[src/rtl/stopwatch_pkg.sv]
// Stopwatch lap controller shared types: FSM state encoding and parameter defaults.
// Latency: n/a (declarations only).
// Backpressure: n/a.
package stopwatch_pkg;

    localparam int TIME_W_DEF    = 16;
    localparam int LAP_DEPTH_DEF = 4;

    typedef enum logic [1:0] {
        ST_IDLE   = 2'd0,
        ST_RUN    = 2'd1,
        ST_PAUSE  = 2'd2,
        ST_RECALL = 2'd3
    } state_t;

endpackage

[src/rtl/lap_buffer.sv]
// Circular lap register file: write at pointer, clear, read by age (0 = newest).
// Latency: write/clear/count take effect on the next edge; read is combinational.
// Backpressure: none; a write when full overwrites the oldest entry.
module lap_buffer
    import stopwatch_pkg::*;
#(
    parameter int TIME_W    = TIME_W_DEF,
    parameter int LAP_DEPTH = LAP_DEPTH_DEF,
    localparam int PTR_W    = $clog2(LAP_DEPTH)
) (
    input  logic              clk,
    input  logic              reset_n,
    input  logic              wr_en,
    input  logic [TIME_W-1:0] wr_dat,
    input  logic              clr_en,
    input  logic [PTR_W-1:0]  rd_age,
    output logic [TIME_W-1:0] rd_dat,
    output logic [PTR_W:0]    count
);

    localparam logic [PTR_W:0] FULL = LAP_DEPTH[PTR_W:0];

    logic [TIME_W-1:0] mem [LAP_DEPTH];
    logic [PTR_W-1:0]  wr_ptr;
    logic [PTR_W-1:0]  rd_idx;

    always_ff @(posedge clk or negedge reset_n) begin
        if (!reset_n) begin
            wr_ptr <= '0;
            count  <= '0;
        end else if (clr_en) begin
            wr_ptr <= '0;
            count  <= '0;
        end else if (wr_en) begin
            wr_ptr <= wr_ptr + 1'b1;
            if (count != FULL) begin
                count <= count + 1'b1;
            end
        end
    end

    // Entry contents are never reset; count alone defines which entries are valid.
    always_ff @(posedge clk) begin
        if (wr_en && !clr_en) begin
            mem[wr_ptr] <= wr_dat;
        end
    end

    // Power-of-two depth lets the pointer arithmetic wrap naturally.
    assign rd_idx = wr_ptr - 1'b1 - rd_age;
    assign rd_dat = mem[rd_idx];

endmodule

[src/rtl/stopwatch_lap_ctrl.sv]
// Stopwatch control FSM with lap capture and recall over a circular lap buffer.
// Latency: all outputs registered, 1 cycle after the sampled button pulse.
// Backpressure: none; every button pulse is consumed in the cycle it arrives.
module stopwatch_lap_ctrl
    import stopwatch_pkg::*;
#(
    parameter int TIME_W    = TIME_W_DEF,
    parameter int LAP_DEPTH = LAP_DEPTH_DEF,
    localparam int SEL_W    = $clog2(LAP_DEPTH)
) (
    input  logic              clk,
    input  logic              reset_n,
    input  logic [2:0]        btn_pedge,
    input  logic [TIME_W-1:0] time_value,
    output logic              run_en,
    output logic              clr,
    output logic [TIME_W-1:0] disp_value,
    output logic [SEL_W:0]    lap_count,
    output logic [SEL_W-1:0]  lap_sel,
    output logic [1:0]        state
);

    state_t              state_q, state_d;
    logic [SEL_W-1:0]    sel_q, sel_d;
    logic                clr_d;
    logic                lap_wr, lap_clr;
    logic                ev_start, ev_clear, ev_lap;
    logic [TIME_W-1:0]   rd_dat;

    // Fixed priority: only the highest-priority pulse is honoured, even if it is a no-op in this state.
    assign ev_start = btn_pedge[0];
    assign ev_clear = btn_pedge[2] & ~btn_pedge[0];
    assign ev_lap   = btn_pedge[1] & ~btn_pedge[0] & ~btn_pedge[2];

    always_comb begin
        state_d = state_q;
        sel_d   = sel_q;
        clr_d   = 1'b0;
        lap_wr  = 1'b0;
        lap_clr = 1'b0;
        case (state_q)
            ST_IDLE: begin
                if (ev_start) begin
                    state_d = ST_RUN;
                end else if (ev_clear) begin
                    clr_d   = 1'b1;
                    lap_clr = 1'b1;
                    sel_d   = '0;
                end
            end
            ST_RUN: begin
                if (ev_start) begin
                    state_d = ST_PAUSE;
                end else if (ev_lap) begin
                    lap_wr = 1'b1;
                end
            end
            ST_PAUSE: begin
                if (ev_start) begin
                    state_d = ST_RUN;
                end else if (ev_clear) begin
                    state_d = ST_IDLE;
                    clr_d   = 1'b1;
                    lap_clr = 1'b1;
                    sel_d   = '0;
                end else if (ev_lap && lap_count != '0) begin
                    state_d = ST_RECALL;
                    sel_d   = '0;
                end
            end
            ST_RECALL: begin
                if (ev_start || ev_clear) begin
                    state_d = ST_PAUSE;
                end else if (ev_lap) begin
                    if ({1'b0, sel_q} + 1'b1 == lap_count) begin
                        sel_d = '0;
                    end else begin
                        sel_d = sel_q + 1'b1;
                    end
                end
            end
            default: state_d = ST_IDLE;
        endcase
    end

    always_ff @(posedge clk or negedge reset_n) begin
        if (!reset_n) begin
            state_q    <= ST_IDLE;
            sel_q      <= '0;
            clr        <= 1'b0;
            run_en     <= 1'b0;
            disp_value <= '0;
        end else begin
            state_q    <= state_d;
            sel_q      <= sel_d;
            clr        <= clr_d;
            run_en     <= (state_d == ST_RUN);
            disp_value <= (state_d == ST_RECALL) ? rd_dat : time_value;
        end
    end

    lap_buffer #(
        .TIME_W    (TIME_W),
        .LAP_DEPTH (LAP_DEPTH)
    ) u_lap_buffer (
        .clk     (clk),
        .reset_n (reset_n),
        .wr_en   (lap_wr),
        .wr_dat  (time_value),
        .clr_en  (lap_clr),
        .rd_age  (sel_d),
        .rd_dat  (rd_dat),
        .count   (lap_count)
    );

    assign lap_sel = sel_q;
    assign state   = state_q;

endmodule

[config.mk]
export PLATFORM = sky130hd
export DESIGN_NAME = stopwatch_lap_ctrl
export DESIGN_NICKNAME = d
export VERILOG_FILES = /design/src/rtl/stopwatch_pkg.sv /design/src/rtl/lap_buffer.sv /design/src/rtl/stopwatch_lap_ctrl.sv
export SDC_FILE = /design/constraint.sdc
export NUM_CORES = 1
export LEC_CHECK = 0
export CAP_MARGIN = 20
export CORE_MARGIN = 1.5
export CORE_UTILIZATION = 56
export DETAILED_ROUTE_END_ITERATION = 7
export HOLD_SLACK_MARGIN = 0.05
export PLACE_DENSITY = 0.87
export SLEW_MARGIN = 20
export SYNTH_ARGS = -nofsm -noshare
export SYNTH_HDL_FRONTEND = slang
export SYNTH_SLANG_ARGS = --single-unit
export TNS_END_PERCENT = 5
[constraint.sdc]
create_clock -name clk -period 3.6 [get_ports clk]
set_input_delay 0.36 -clock clk [delete_from_list [all_inputs] [get_ports clk]]
set_output_delay 0.36 -clock clk [all_outputs]
set_load 0.01 [all_outputs]
Yosys cells after proc, flatten, opt, wreduce, memory -nomap -nowiden
Memory sizes are Yosys's and may differ from the RTL's.
Index checks and enable logic that the tools add are counted.
{"block": "totals", "output_inout_bits": 25, "reg_bits": 27, "mem_count": 1, "input_bits": 21, "elab_cells": 66, "ram_bits": 64}
{"block": "classes", "n_mux": 30, "n_bitwise": 5, "eq_ne": 7, "reduce_logical": 10, "add_sub_neg": 6}
{"name": "u_lap_buffer.mem", "depth": 4, "width": 16, "rd": 1, "rd_ports_with_merged_regs": 0, "write_ports": 1, "line_no": "lap_buffer.sv:23", "source": "logic [TIME_W-1:0] mem [LAP_DEPTH];"}
{"operator": "$mux W2", "n": 16}
{"operator": "$mux W16", "n": 1}
{"operator": "$mux W3", "n": 3}
{"operator": "$mux W1", "n": 8}
{"operator": "$pmux W2 S4", "n": 1}
{"operator": "$eq A2 B2 Y1 const B", "n": 3}
{"operator": "$pmux W2 S3", "n": 1}
{"operator": "$add A2 B1 Y2 const B", "n": 2}
{"operator": "$eq A2 B1 Y1 const B", "n": 2}
{"operator": "$reduce_bool A2 Y1", "n": 2}
{"operator": "$add A2 B1 Y3 const B", "n": 1}
{"operator": "$add A3 B1 Y3 const B", "n": 1}
{"operator": "$and A1 B1 Y1", "n": 3}
{"operator": "$eq A3 B3 Y1", "n": 1}
{"operator": "$ne A3 B3 Y1 const B", "n": 1}
{"operator": "$reduce_bool A3 Y1", "n": 1}
{"operator": "$logic_and A1 B1 Y1", "n": 2}
{"operator": "$logic_not A2 Y1", "n": 1}
{"operator": "$not A1 Y1", "n": 2}
{"operator": "$reduce_and A2 Y1", "n": 1}
{"operator": "$reduce_or A2 Y1", "n": 1}
{"operator": "$sub A2 B1 Y2 const B", "n": 1}
{"operator": "$sub A2 B2 Y2", "n": 1}
{"operator": "$logic_not A1 Y1", "n": 1}
{"operator": "$logic_or A1 B1 Y1", "n": 1}

Depth between registers and ports, before layout
An unclocked memory read counts as a cell.
{"block": "logic_depth", "depth_word": 11, "ltp_mapped": 14, "depth_no_buf": 13}

Cells and area by module
Synthesis repeated with hierarchy kept, for this count alone.
{"block": "hier_totals", "cells_unflattened": 186, "area_unflattened_um2": 3733.6}
{"mod": "lap_buffer", "instances": 1, "cells_each": 119, "area_each_um2": 2738.9}
{"mod": "stopwatch_lap_ctrl", "instances": 1, "cells_each": 67, "area_each_um2": 994.7}

Worst setup path before layout
No wires, ideal clock.
{"block": "synth_timing", "path_type": "reg2reg", "from": "register u_lap_buffer.count[0]", "to": "register disp_value[10]", "path_slack_ps": 828, "stages_incl_launch_ff": 15, "period_less_slack_ps": 2772, "setup_time_ps": 96, "t_required_ps": 3504, "t_arrival_ps": 2676, "path_buffers": 3, "cell_sequence": "dfrtp_1 > inv_1 > ha_1 > nand2b_2 > nand3_1 > o21ai_0 > a21oi_1 > o21ai_0 > o21a_1 > ha_1 > buf_2 > clkbuf_1 > clkbuf_1 > a221oi_1 > o31ai_1"}
{"block": "synth_between", "elab_chain_len": 9}
{"item": "start, declared", "line_no": "lap_buffer.sv:18", "source": "output logic [PTR_W:0] count"}
{"item": "start signal, assigned", "line_no": "lap_buffer.sv:37", "source": "count <= count + 1'b1;"}
{"item": "$reduce_bool A3 Y1", "line_no": "stopwatch_lap_ctrl.sv:66", "source": "end else if (ev_lap && lap_count != '0) begin"}
{"item": "$logic_and A1 B1 Y1", "line_no": "stopwatch_lap_ctrl.sv:66"}
{"item": "$mux W2", "line_no": "stopwatch_lap_ctrl.sv:66"}
{"item": "$mux W2", "line_no": "stopwatch_lap_ctrl.sv:61", "source": "end else if (ev_clear) begin"}
{"item": "$mux W2", "line_no": "stopwatch_lap_ctrl.sv:59", "source": "if (ev_start) begin"}
{"item": "$pmux W2 S3", "line_no": "stopwatch_lap_ctrl.sv:41", "source": "case (state_q)"}
{"item": "$sub A2 B2 Y2", "line_no": "lap_buffer.sv:50", "source": "assign rd_idx = wr_ptr - 1'b1 - rd_age;"}
{"item": "$mem_v2 Z4 W16"}
{"item": "$mux W16 (*)", "line_no": "stopwatch_lap_ctrl.sv:98", "source": "disp_value <= (state_d == ST_RECALL) ? rd_dat : time_value;"}
{"item": "end signal, assigned", "line_no": "stopwatch_lap_ctrl.sv:98"}
{"item": "end, declared", "line_no": "stopwatch_lap_ctrl.sv:17", "source": "output logic [TIME_W-1:0] disp_value,"}
Every way passes the cells marked *; elsewhere a longest branch is shown, timed or not.
A chain may end at the register's enable or synchronous reset.

Worst setup path after layout
{"block": "layout_timing", "from": "register u_lap_buffer.count[0]", "to": "register disp_value[3]"}
The elaborated chain is that of the path after synthesis.

==> results.md <==
- Hold_buf cts: 0
- Hold Vio Cnt, Final: 0
- Seq/Total Area, Yosys: 65.1%
- CP required: 3.85 ns
- Core area: 6830 µm²
- Met3 usage: 4.64%
- Place WS: 0.151 ns
- Via Count: 2462
- Area grow syn2layout: 19.2%
- Register bit total from synthesis: 91
- Reg clk slew, reported paths: 0.09 ns
- Row count: 30
- Status: completed
- Worst EP arrival: 3.38 ns
- Number of global-route vias before repair: 2457
- Max Slew Vio Count: 0
- Routed wire per std cell: 17.6 µm
- GR Util met2: 36.7%
- Gpl congestion: 0.918
- Worst slew margin: 41.2%
- Commonest non-fill, non-tap cell in the layout: edfxtp_1
- Synthesized area per cell: 14.5 µm²
- Multi-input gate area: 1270 µm²
- Library cells used by synthesis: 45
- Crit path launch: u_lap_buffer.count[0]
- Number of synthesized flops with an enable pin: 64
- Initial antenna violation count: 0
- Cell Area, Synth: 3990 µm²
- Worst Setup Path Type: reg2reg
- Setup bufs post-CTS: 0
- Hold Path Class: in2async
- Ys async rst share: 29.7%
- Worst hold slack: 0.378 ns
- GRT Max-Usage Layer: met2
- Die H: 87.4 µm
- DRC violations left: 0
- Start of the worst register-to-register path: u_lap_buffer.count[0]
- Maximum clock path buffer count: 2
- Syn_nets: 304
- Final-layout fill cell count: 479
- Peak supply drop: 0.380 mV
- DPL Wire Length: 4920 µm
- I/O Pins: 46
- Congestion Overflow GR: 0
- Leading cell types in the layout, fill and taps excluded: 64 x edfxtp_1, 45 x clkdlybuf4s50_1, 34 x nor2b_1
- Setup Skew: 0.00919 ns
- Ant diodes: 0
- Starting density of the core: 58.4%
- Worst-Margin Slew: 0.882 ns
- Clock Latency Late Sink: 0.36 ns
- CP endpoint kind: register
- Clock root cell: clkbuf_8
- First-pass GRT wire length: 12100 µm
- Total wire length: 7550 µm
- Pwr dens: 600 nW/µm²
- IO Port Bufs: 45
- CP startpoint kind: register
- Register Area: 2600 µm²
- Crit-path cells: inv_1 -> ha_1 -> nand2b_2 -> nand3_1 -> o21ai_0 -> a21oi_1 -> o21ai_0 -> o21a_1 -> ha_2 -> xor2_1 -> a21oi_2 -> a2111oi_0 -> o31ai_1
- H-tree levels: 3
- Max incr delay on CP: 0.67 ns
- CP max FO: 16
- CTS tree: done
- PnR worst setup slack: 0.472 ns
- Warnings from Yosys: 0
- Vias/cell: 5.75
- Min Tclk post-route: 3.13 ns
- Slowest library cell on the worst path: a21oi_2
- Worst path most repeated cell: o21ai_0
- Post-synthesis cell count: 275
- Clock sinks: 91
- Fin crit share: 86.9%
- RSZ-0062 raised after global routing: false
- Die X: 87.4 µm
- Pin count of the biggest net entering global routing: 28
- First-pass DRT Iterations: 4
- Die area: 7640 µm²
- F_max: 320 MHz
- Layout cells sized above 1: 15.4%
- Static Leakage: 1.68 nW
- Nets@finish: 356
- # setup viols final: 0
- 1st-iter DRT viols: 177
- Met1 Use GR: 27.2%
- Synth Flop Type: edfxtp_1
- Routed Antenna Nets: 0
- Cts bufs inserted: 9
- MaxCap Viol Count: 0
- Total Routing Usage GR: 21.6%
- Fin Setup TNS: 0 ns
- Post-CTS Resized: 0
[per-layer routing]
| layer | up-vias | share of wire (%) |
|---|---|---|
| li1 | 1161 | - |
| met1 | 1223 | 42 |
| met2 | 68 | 52 |
| met3 | 10 | 4.3 |
| met4 | 0 | 1.6 |
| met5 | - | 0 |
[critical path, delay by kind of cell (launching register included)]
kind	cells	cell delay [ns]
xor+xnor	1	0.11
fa+ha+maj	2	0.43
compound gates	7	1.77
buf+inv	1	0.07
flops	1	0.44
simple gates	2	0.20
[registers in the layout, indices dropped and copies added, names as in the netlist]
register             flops
run_en                   1
u_lap_buffer.wr_ptr      2
disp_value              16
state                    2
clr                      1
u_lap_buffer.mem        64
lap_sel                  2
u_lap_buffer.count       3
[cell families after synthesis]
kind of cell / Yosys count / share of synthesized area (%)
xor gates and xnor gates: 7 / 1.54
DFF: 91 / 65.1
buffers and inverters: 22 / 3.11
muxes: 2 / 0.502
adders and majority gates: 8 / 2.51
AOI/OAI and AO/OA: 65 / 15.7
and+or+nand+nor: 80 / 11.6
[stage by stage]
stage | cells | instance area [µm²] | power (mW) | utilization (%)
after floorplan | 275 | 3990 | 1.93 | -
after global placement | 412 | 4550 | 2.15 | 66.7
after detailed placement | 412 | 4550 | 2.19 | 66.7
after CTS | 428 | 4750 | 2.87 | 69.6
after global routing | 428 | 4750 | 3.01 | 69.6
final | 428 | 4750 | 2.85 | 69.6
[Yosys cell counts, types with 2 or more instances]
| cell | n | share of area [%] |
|---|---|---|
| clkbuf_1 | 8 | 0.75 |
| ha_1 | 8 | 2.5 |
| nor2b_1 | 34 | 5.3 |
| a221oi_1 | 12 | 2.6 |
| nand2_1 | 18 | 1.7 |
| nand3_1 | 6 | 0.75 |
| a2111oi_1 | 6 | 1.5 |
| a2111oi_2 | 4 | 1.5 |
| edfxtp_1 | 64 | 48 |
| and2_1 | 5 | 0.78 |
| o21ai_0 | 3 | 0.38 |
| a21oi_1 | 4 | 0.50 |
| a221oi_2 | 4 | 1.5 |
| nor2_1 | 6 | 0.56 |
| inv_1 | 5 | 0.47 |
| buf_4 | 2 | 0.38 |
| mux2i_1 | 2 | 0.50 |
| a2111oi_0 | 6 | 1.3 |
| xnor2_1 | 5 | 1.1 |
| nand3b_1 | 2 | 0.38 |
| buf_6 | 4 | 1.1 |
| o31ai_2 | 4 | 1.3 |
| o31ai_1 | 12 | 2.3 |
| xor2_1 | 2 | 0.44 |
| buf_2 | 3 | 0.38 |
| dfrtp_1 | 27 | 17 |
[layout make-up]
cell class / instances / share of cell area (%)
flip-flops and latches: 91 / 54.6
multi-input cells: 162 / 26.7
repair buffers: 58 / 11.5
clock buffers: 9 / 2.61
well taps: 96 / 2.53
clock inverters: 7 / 1.61
inverters: 5 / 0.395
[power by group]
| group | leakage [nW] | internal [mW] | switching, mW |
|---|---|---|---|
| clock network | 0.102 | 0.327 | 0.363 |
| registers | 0.908 | 1.18 | 0.0527 |
| logic | 0.667 | 0.404 | 0.533 |
| total | 1.68 | 1.91 | 0.949 |
[worst paths after layout]
kind / end / slack, ns / depth (start not counted)
max in group asynchronous: disp_value[3] / 2.94 / 2
min in group clk: lap_sel[0] / 0.61 / 1
min: clr / 0.38 / 2
max reg2reg: disp_value[3] / 0.47 / 13
min reg2reg: lap_sel[0] / 0.61 / 1
max: disp_value[3] / 0.47 / 13
Note: power is estimated with default switching activity, not from simulation.
